File: config.mk
export PLATFORM = sky130hd
export DESIGN_NAME = flit_mux
export DESIGN_NICKNAME = d
export VERILOG_FILES = /design/src/rtl/flit_mux.sv
export SDC_FILE = /design/constraint.sdc
export NUM_CORES = 1
export LEC_CHECK = 0
export ABC_AREA = 1
export CAP_MARGIN = 0
export CELL_PAD_IN_SITES_DETAIL_PLACEMENT = 0
export CELL_PAD_IN_SITES_GLOBAL_PLACEMENT = 1
export CORE_MARGIN = 4
export CORE_UTILIZATION = 27
export DETAILED_ROUTE_END_ITERATION = 8
export PLACE_DENSITY = 0.94
export SETUP_SLACK_MARGIN = 0.1
export SYNTH_ARGS = -nofsm -noshare
export SYNTH_HDL_FRONTEND = slang
export SYNTH_SLANG_ARGS = --single-unit
export TNS_END_PERCENT = 5
File: constraint.sdc
create_clock -name clk -period 1.8 [get_ports clk]
set_clock_uncertainty 0.15 [all_clocks]
set_input_delay 0.54 -clock clk [delete_from_list [all_inputs] [get_ports clk]]
set_output_delay 0.54 -clock clk [all_outputs]
set_load 0.01 [all_outputs]
File: src/rtl/flit_mux.sv
// flit_mux -- registered 2:1 flit multiplexer for the NoC router datapath.
//
// Picks one of two input flit channels under a one-hot select and registers
// it onto a single output port. Output latency is one clock. Flit contents,
// including the type field, pass through bit-exact.
//
// Parameters
//   DATAW  MSB index of the flit bus (flit is DATAW+1 bits)
//   VCHW   MSB index of the virtual-channel id
//   PORT   MSB index of the select vector (only sel[1:0] is decoded)
//
// Ports
//   clk              clock, rising edge
//   rst_             asynchronous active-low reset, clears all outputs
//   idata_0/1        input flit, channel 0/1
//   ivalid_0/1       input flit valid, channel 0/1
//   ivch_0/1         input VC id, channel 0/1
//   sel              select: 2'b01 -> ch0, 2'b10 -> ch1, else idle
//   odata            registered selected flit
//   ovalid           registered selected valid
//   ovch             registered selected VC id
module flit_mux #(
  parameter int DATAW = 65,
  parameter int VCHW  = 1,
  parameter int PORT  = 4
) (
  input  logic             clk,
  input  logic             rst_,
  input  logic [DATAW:0]   idata_0,
  input  logic             ivalid_0,
  input  logic [VCHW:0]    ivch_0,
  input  logic [DATAW:0]   idata_1,
  input  logic             ivalid_1,
  input  logic [VCHW:0]    ivch_1,
  input  logic [PORT:0]    sel,
  output logic [DATAW:0]   odata,
  output logic             ovalid,
  output logic [VCHW:0]    ovch
);

  typedef struct packed {
    logic [DATAW:0] data;
    logic [VCHW:0]  vch;
  } flit_t;

  // Upper select bits are reserved for wider routers and have no effect here.
  logic unused_sel;
  assign unused_sel = ^sel[PORT:2];

  logic  sel0, sel1;
  logic  vld_d, vld_q;
  flit_t flit_d, flit_q;

  always_comb begin
    sel0   = (sel[1:0] == 2'b01);
    sel1   = (sel[1:0] == 2'b10);
    // 2'b00 and 2'b11 both decode to idle: neither term fires.
    vld_d  = (sel0 & ivalid_0) | (sel1 & ivalid_1);
    flit_d = sel1 ? flit_t'{data: idata_1, vch: ivch_1}
                  : flit_t'{data: idata_0, vch: ivch_0};
  end

  // Payload/VC only load on a valid selected flit; otherwise they hold so
  // the output bus does not toggle on bubbles or idle cycles.
  always_ff @(posedge clk or negedge rst_) begin
    if (!rst_) begin
      vld_q  <= 1'b0;
      flit_q <= '0;
    end else begin
      vld_q <= vld_d;
      if (vld_d) flit_q <= flit_d;
    end
  end

  assign odata  = flit_q.data;
  assign ovch   = flit_q.vch;
  assign ovalid = vld_q;

endmodule

Word level (Yosys, flattened, before mapping)
Index checks and enable logic that the tools add are counted.

Eq/ne operators: 2. Mux-type cells: 1. Bitwise operators: 3.

Operator list (count): $mux 68 (1); $and 1x1->1 (2); $eq 2x1->1 const B (1); $eq 2x2->1 const B (1); $or 1x1->1 (1).

Output and inout port bits: 69. Flip-flop bits (word level): 69. Input bits: 145. Word-level logic and storage cells: 9.

Logic depth before layout (Yosys ltp)
Gate-level depths: netlist of the first run.

Word-level depth: 3. Gate-level depth with buffers: 8. Mapped depth without buffers: 6.

Worst setup path before layout of the first run
OpenSTA, ideal clock, no wires.

Kind: input -> register. Start point: in sel[1]. End point: reg flit_q, in the netlist odata[39]. Setup time: 0.117 ns. Path buffers: 3. Cell stages on the path: 7. Required time: 1.533 ns. Setup slack: 0.251 ns. Arrival: 1.283 ns. Cells stage by stage: buf_4 -> inv_2 -> nand3_2 -> buf_4 -> buf_2 -> nand3_1 -> nand2_1.

Word-level cells in the longest chain between the ends: 3. Elaborated cells between the ends (all ways): 6. Those cells by class: eq/ne (2); mux (1); bitwise (3).

RTL lines: start, declared (RTL line 35) `input logic [PORT:0] sel,`; $eq 2x1->1 or $eq 2x2->1 (tied branches) (RTL line 55, 56); $and 1x1->1 (RTL line 58) `vld_d = (sel0 & ivalid_0) | (sel1 & ivalid_1);`; $or 1x1->1 (RTL line 58); end signal, assigned (RTL line 71) `if (vld_d) flit_q <= flit_d;`; end, declared (RTL line 52) `flit_t flit_d, flit_q;`.

Parallel ways exist; a longest one is shown, timed or not. A chain may end at the register's enable or synchronous reset.

Worst setup path in the final report of the first run
Start point: reg flit_q, in the netlist odata[17]. End point: out odata[17].

RTL lines: end, declared (RTL line 36) `output logic [DATAW:0] odata,`.

No word-level cell between the ends.

==> impl_metrics.env, run 1 <==
export IMPL_cts_root_buf="clkbuf_16"
export IMPL_p_comb_share_pct=30.3
export IMPL_gp_congestion=0.811
export IMPL_finalHoldViolCount=0
export IMPL_rsz0062_at_grt="yes"
export IMPL_finalSetupViolCount=0
export IMPL_post_dp_hpwl_um=9740
export IMPL_drive_gt1_share_pct=5.23
export IMPL_fp_coreArea_sq_um=13300
export IMPL_tns_ns=0
export IMPL_total_power_mw=5.06
export IMPL_fin_nets=867
export IMPL_hp_class="reg -> reg"
export IMPL_grt_max_degree=38
export IMPL_critPathArrivalTime_ns=0.99
export IMPL_num_rows=42
export IMPL_syn_area_per_cell_sq_um=7.01
export IMPL_vias=4080
export IMPL_path_class="reg -> out"
export IMPL_worstPathRequired_ns=1.11
export IMPL_p_sw_mw=1.47
export IMPL_cts_clk_slew_worst_paths_ns=0.05
export IMPL_ios=214
export IMPL_crit_buf_inv=1
export IMPL_min_period_ns=1.68
export IMPL_yosysWarnings=0
export IMPL_insertion_delay_ns=0.32
export IMPL_p_leak_nw=3.24
export IMPL_synth_seq_cells=69
export IMPL_irDropWorstVdd_mv=0.351
export IMPL_synth_area_leader_cell="dfrtp_1"
export IMPL_fillers=1359
export IMPL_slowest_delay_ns=0.38
export IMPL_worstMarginPinSlew_ns=0.346
export IMPL_cts_sinks=69
export IMPL_path_cells="dlygate4sd2_1"
export IMPL_numCtsBuffers=9
export IMPL_internal_power_mw=3.59
export IMPL_via_per_inst=4.52
export IMPL_ys_seq_area_share_pct=46.8
export IMPL_io_buffers=210
export IMPL_die_w_um=125
export IMPL_finalCritPeriodShare_pct=93.3
export IMPL_p_per_area_nw_per_um2=804
export IMPL_synth_area_sq_um=3690
export IMPL_p_clk_share_pct=30.8
export IMPL_timing_fmax_mhz=595
export IMPL_fin_ws_ns=0.120
export IMPL_syn_to_final_growth_pct=70.8
export IMPL_drc=0
export IMPL_cts_buffer_depth=2
export IMPL_pre_cts_ws_ns=-0.274
export IMPL_sw_frac_of_total_pct=29.0
export IMPL_initial_core_util_pct=27.7
export IMPL_path_max_fanout=2
export IMPL_finalNonFillerCells=902
export IMPL_status="finished, final reports clean"
export IMPL_dieHeight_um=125
export IMPL_worstSetupStartpointType="register"
export IMPL_cts_tree="done"
export IMPL_wl_per_cell_um=14.5
export IMPL_pwr_share_seq_pct=38.9
export IMPL_grt_pass1_vias=4099
export IMPL_htree_num_levels=3
export IMPL_netlist_instances=526
export IMPL_synth_top_area_share_pct=46.8
export IMPL_die_area_sq_um=15600
export IMPL_drtAntennaViolNets=0
export IMPL_grt_pass1_wl_um=21500
export IMPL_yosys_top_cells_area="dfrtp_1 (47%), nand2_1 (28%), nand3_1 (18%), buf_2 (2.7%), clkbuf_1 (1.6%)"
export IMPL_routed_wl_um=13100
export IMPL_grt_usage_pct=16.7
export IMPL_cp_end_kind="output port"
export IMPL_slew_viol_final=0
export IMPL_syn_num_nets=671
export IMPL_drt_iter0_drc=164
export IMPL_drv_cap=0
export IMPL_dr_pass1_iters=4
export IMPL_cpLargestDelayFamily="flip-flops"
export IMPL_place_inst=886
export IMPL_overflow=0
export IMPL_synth_distinct_cells=10
export IMPL_antenna_cells=0
export IMPL_cpMaxStageDelayCell="dfrtp_1"
export IMPL_antenna_found_initial=0
export IMPL_relSlewSlack_pct=76.9
## power groups by stage
stage / sequential [mW] / combinational (mW) / clock (mW)
after global placement: 1.99 / 1.70 / 0
after detailed placement: 1.99 / 1.71 / 0
after CTS: 1.97 / 1.55 / 1.63
final: 1.97 / 1.53 / 1.56
after global routing: 2.01 / 1.69 / 1.68
after floorplan: 2.11 / 0.499 / 0
## area by class of cell
cell class,instances,area [sq um],area share [%]
clock buffers,13,250,3.97
repair buffers,228,2330,37.0
inverters,2,10.0,0.159
clock inverters,2,10.0,0.159
well taps,176,220,3.50
multi-input cells,412,1750,27.8
flip-flops and latches,69,1730,27.4
## Yosys cell counts
cell	number
buf_2	20
buf_4	5
buf_6	2
clkbuf_1	16
dfrtp_1	69
inv_2	2
nand2_1	273
nand2_2	1
nand3_1	136
nand3_2	2
## state kept, by name, summed over array words and instances, names as in the netlist
register  cells
ovch          2
ovalid        1
odata        66
## layout by cell type, fill, tap and decap left out, drive strengths merged
master	count
inv	2
dfrtp	69
buf	19
clkdlybuf4s50	139
nand3	138
dlygate4sd3	1
nand2	274
clkdlybuf4s15	29
clkinv	2
dlygate4sd2	40
clkbuf	13
## through the flow
step | cell area [sq um] | hold WS [ns] | utilization, %
after floorplan | 3690 | 0.0944 | -
after global placement | 6050 | 0.289 | 45.5
after detailed placement | 6050 | 0.297 | 45.5
after CTS | 6270 | 0.356 | 47.2
after global routing | 6300 | 0.368 | 47.4
final | 6300 | 0.347 | 47.4
## kinds of logic after synthesis
group / count (synthesis) / share of synthesized area [%]
AND/OR/NAND/NOR: 412 / 47.0
flip-flops: 69 / 46.8
buffers and inverters: 45 / 6.18
## routing by layer
metal / global-route usage [%] / part of all wire (%) / wire length [um]
met5: 0 / 0 / 0
met4: 5.17 / 1.2 / 162
met3: 6.26 / 9.8 / 1290
met2: 26.4 / 46 / 5970
met1: 21.2 / 43 / 5660
## worst paths after layout
kind / startpoint / to / slack (ns) / cells after the start
min: odata[51] / odata[51] / 0.35 / 2
min in group asynchronous: rst_ / odata[52] / 0.52 / 2
min reg2reg: odata[51] / odata[51] / 0.35 / 2
max in group asynchronous: rst_ / odata[12] / 0.48 / 3
max reg2reg: odata[60] / odata[60] / 0.99 / 2
max: odata[17] / odata[17] / 0.12 / 1
## repair_timing
item	4_1_cts	5_1_grt
hold buffers	1	0
resized for setup	100	5
hold endpoints to repair	18	0
pin swaps	0	1
buffers inserted	0	0
setup endpoints to repair	113	93
Note: power is estimated with default switching activity, not from simulation.
==> run 2: changes to the inputs <==
- SKIP_LAST_GASP: default -> 1
==> impl_metrics.env, run 2 (same netlist as run 1, synthesis figures left out) <==
export IMPL_drv_cap=0
export IMPL_syn_to_final_growth_pct=71.0
export IMPL_ios=214
export IMPL_utilization_pct=47.4
export IMPL_grt_max_degree=38
export IMPL_p_sw_mw=1.47
export IMPL_cts_buffer_depth=2
export IMPL_grt_pass1_wl_um=21400
export IMPL_overflow=0
export IMPL_cts_tree="done"
export IMPL_via_per_inst=4.54
export IMPL_sw_frac_of_total_pct=28.5
export IMPL_finalSetupViolCount=34
export IMPL_drt_iter0_drc=176
export IMPL_total_power_mw=5.14
export IMPL_finalHoldViolCount=0
export IMPL_antenna_found_initial=0
export IMPL_drtAntennaViolNets=0
export IMPL_largest_reg_flops=66
export IMPL_whs_ns=0.353
export IMPL_critPathArrivalTime_ns=1.22
export IMPL_io_buffers=210
export IMPL_timing_fmax_mhz=523
export IMPL_dr_pass1_iters=5
export IMPL_layout_common_cells="nand2_1 (272), clkdlybuf4s50_1 (173), nand3_1 (136)"
export IMPL_numCtsBuffers=9
export IMPL_insertion_delay_ns=0.32
export IMPL_grt_pass1_vias=4093
export IMPL_post_dp_hpwl_um=9740
export IMPL_p_leak_nw=3.25
export IMPL_hp_class="reg -> reg"
export IMPL_initial_core_util_pct=27.7
export IMPL_p_comb_share_pct=31.3
export IMPL_drive_gt1_share_pct=5.10
export IMPL_path_class="reg -> out"
export IMPL_rsz0062_at_grt="yes"
export IMPL_cts_clk_slew_worst_paths_ns=0.05
export IMPL_finalCritPeriodShare_pct=106
export IMPL_slew_viol_final=0
export IMPL_pwr_share_seq_pct=38.3
export IMPL_place_inst=886
export IMPL_cts_root_buf="clkbuf_16"
export IMPL_irDropWorstVdd_mv=0.349
export IMPL_final_area_sq_um=6300
export IMPL_p_clk_share_pct=30.4
export IMPL_num_rows=42
export IMPL_path_cells="clkdlybuf4s50_1"
export IMPL_fillers=1342
export IMPL_wl_per_cell_um=14.5
export IMPL_cp_end_kind="output port"
export IMPL_htree_num_levels=3
export IMPL_die_area_sq_um=15600
export IMPL_internal_power_mw=3.67
export IMPL_fin_ws_ns=-0.111
export IMPL_r2r_slack_ns=0.99
export IMPL_final_common_cell="nand2_1"
export IMPL_relSlewSlack_pct=73.5
export IMPL_gp_congestion=0.811
export IMPL_path_max_fanout=2
export IMPL_worstMarginPinSlew_ns=0.398
export IMPL_min_period_ns=1.91
export IMPL_slowest_delay_ns=0.55
export IMPL_fp_coreArea_sq_um=13300
export IMPL_worstPathRequired_ns=1.11
export IMPL_placement_cell_area_sq_um=6050
export IMPL_routed_wl_um=13100
export IMPL_die_w_um=125
export IMPL_p_per_area_nw_per_um2=816
export IMPL_cts_sinks=69
export IMPL_drc=0
export IMPL_grt_usage_pct=16.6
export IMPL_crit_buf_inv=1
export IMPL_fin_nets=867
export IMPL_status="finished with violations"
export IMPL_cpMaxStageDelayCell="clkdlybuf4s50_1"
export IMPL_antenna_cells=0
export IMPL_violations="setup timing"
export IMPL_vias=4091
export IMPL_finalNonFillerCells=902
export IMPL_dieHeight_um=125
export IMPL_cpLargestDelayFamily="buffers and inverters"
export IMPL_worstSetupStartpointType="register"
-- run 2: changes by cell type in the layout (fill, tap and decap cells not counted), sizes merged --
cell,previous run,this run
dlygate4sd2,40,25
dlymetal6s2s,0,6
clkdlybuf4s50,139,173
clkdlybuf4s15,29,4
-- run 2: what timing repair did --
action,in CTS,in global routing
buffers inserted,0,0
resized for setup,33,6
endpoints found under the setup margin,113,132
endpoints found under the hold margin,18,0
hold buffers,1,0
pin swaps,0,0
-- run 2: worst paths after layout --
path,startpoint,end,cells after the start
min,odata[45],odata[45],2
min reg2reg,odata[45],odata[45],2
max reg2reg,odata[60],odata[60],2
max,odata[4],odata[4],1
min in group asynchronous,rst_,odata[52],2
max in group asynchronous,rst_,odata[12],3
-- run 2: power by group through the flow --
stage               Sequential [mW]  Combinational, mW  Clock, mW
detailed placement             1.99               1.71          0
CTS                            1.97               1.64       1.63
global placement               1.99               1.70          0
finish                         1.97               1.61       1.56
floorplan                      2.11              0.499          0
global route                   2.01               1.77       1.68
-- run 2: layout make-up --
| type | instances | area, sq um | share of cell area [%] |
|---|---|---|---|
| repair buffers | 228 | 2350 | 37.3 |
| multi-input cells | 412 | 1730 | 27.5 |
| flip-flops and latches | 69 | 1730 | 27.4 |
| clock buffers | 13 | 250 | 3.97 |
| well taps | 176 | 220 | 3.49 |
| clock inverters | 2 | 10.0 | 0.159 |
| inverters | 2 | 7.51 | 0.119 |
-- run 2: metal layers --
| metal | share of wire, % | track usage, % | up-vias |
|---|---|---|---|
| met5 | 0 | 0 | - |
| met4 | 1.4 | 5.17 | 0 |
| met3 | 9.3 | 6.00 | 14 |
| met2 | 46 | 26.4 | 163 |
| met1 | 44 | 21.2 | 1840 |
| li1 | - | - | 2074 |
-- run 2: worst min-delay path: stages, from the launching register on --
cell and delay, ns:
dfrtp_1 0.33, nand3_1 0.07, nand2_1 0.06
-- run 2: stage by stage --
| step | worst slack, ns | TNS [ns] |
|---|---|---|
| 6_report | -0.111 | -3.23 |
| 5_1_grt | -0.155 | -4.80 |
| 4_1_cts | -0.133 | -4.85 |
| 3_5_place_dp | -0.274 | -16.71 |
| 3_3_place_gp | -0.227 | -14.49 |
| 2_1_floorplan | 0.251 | 0 |
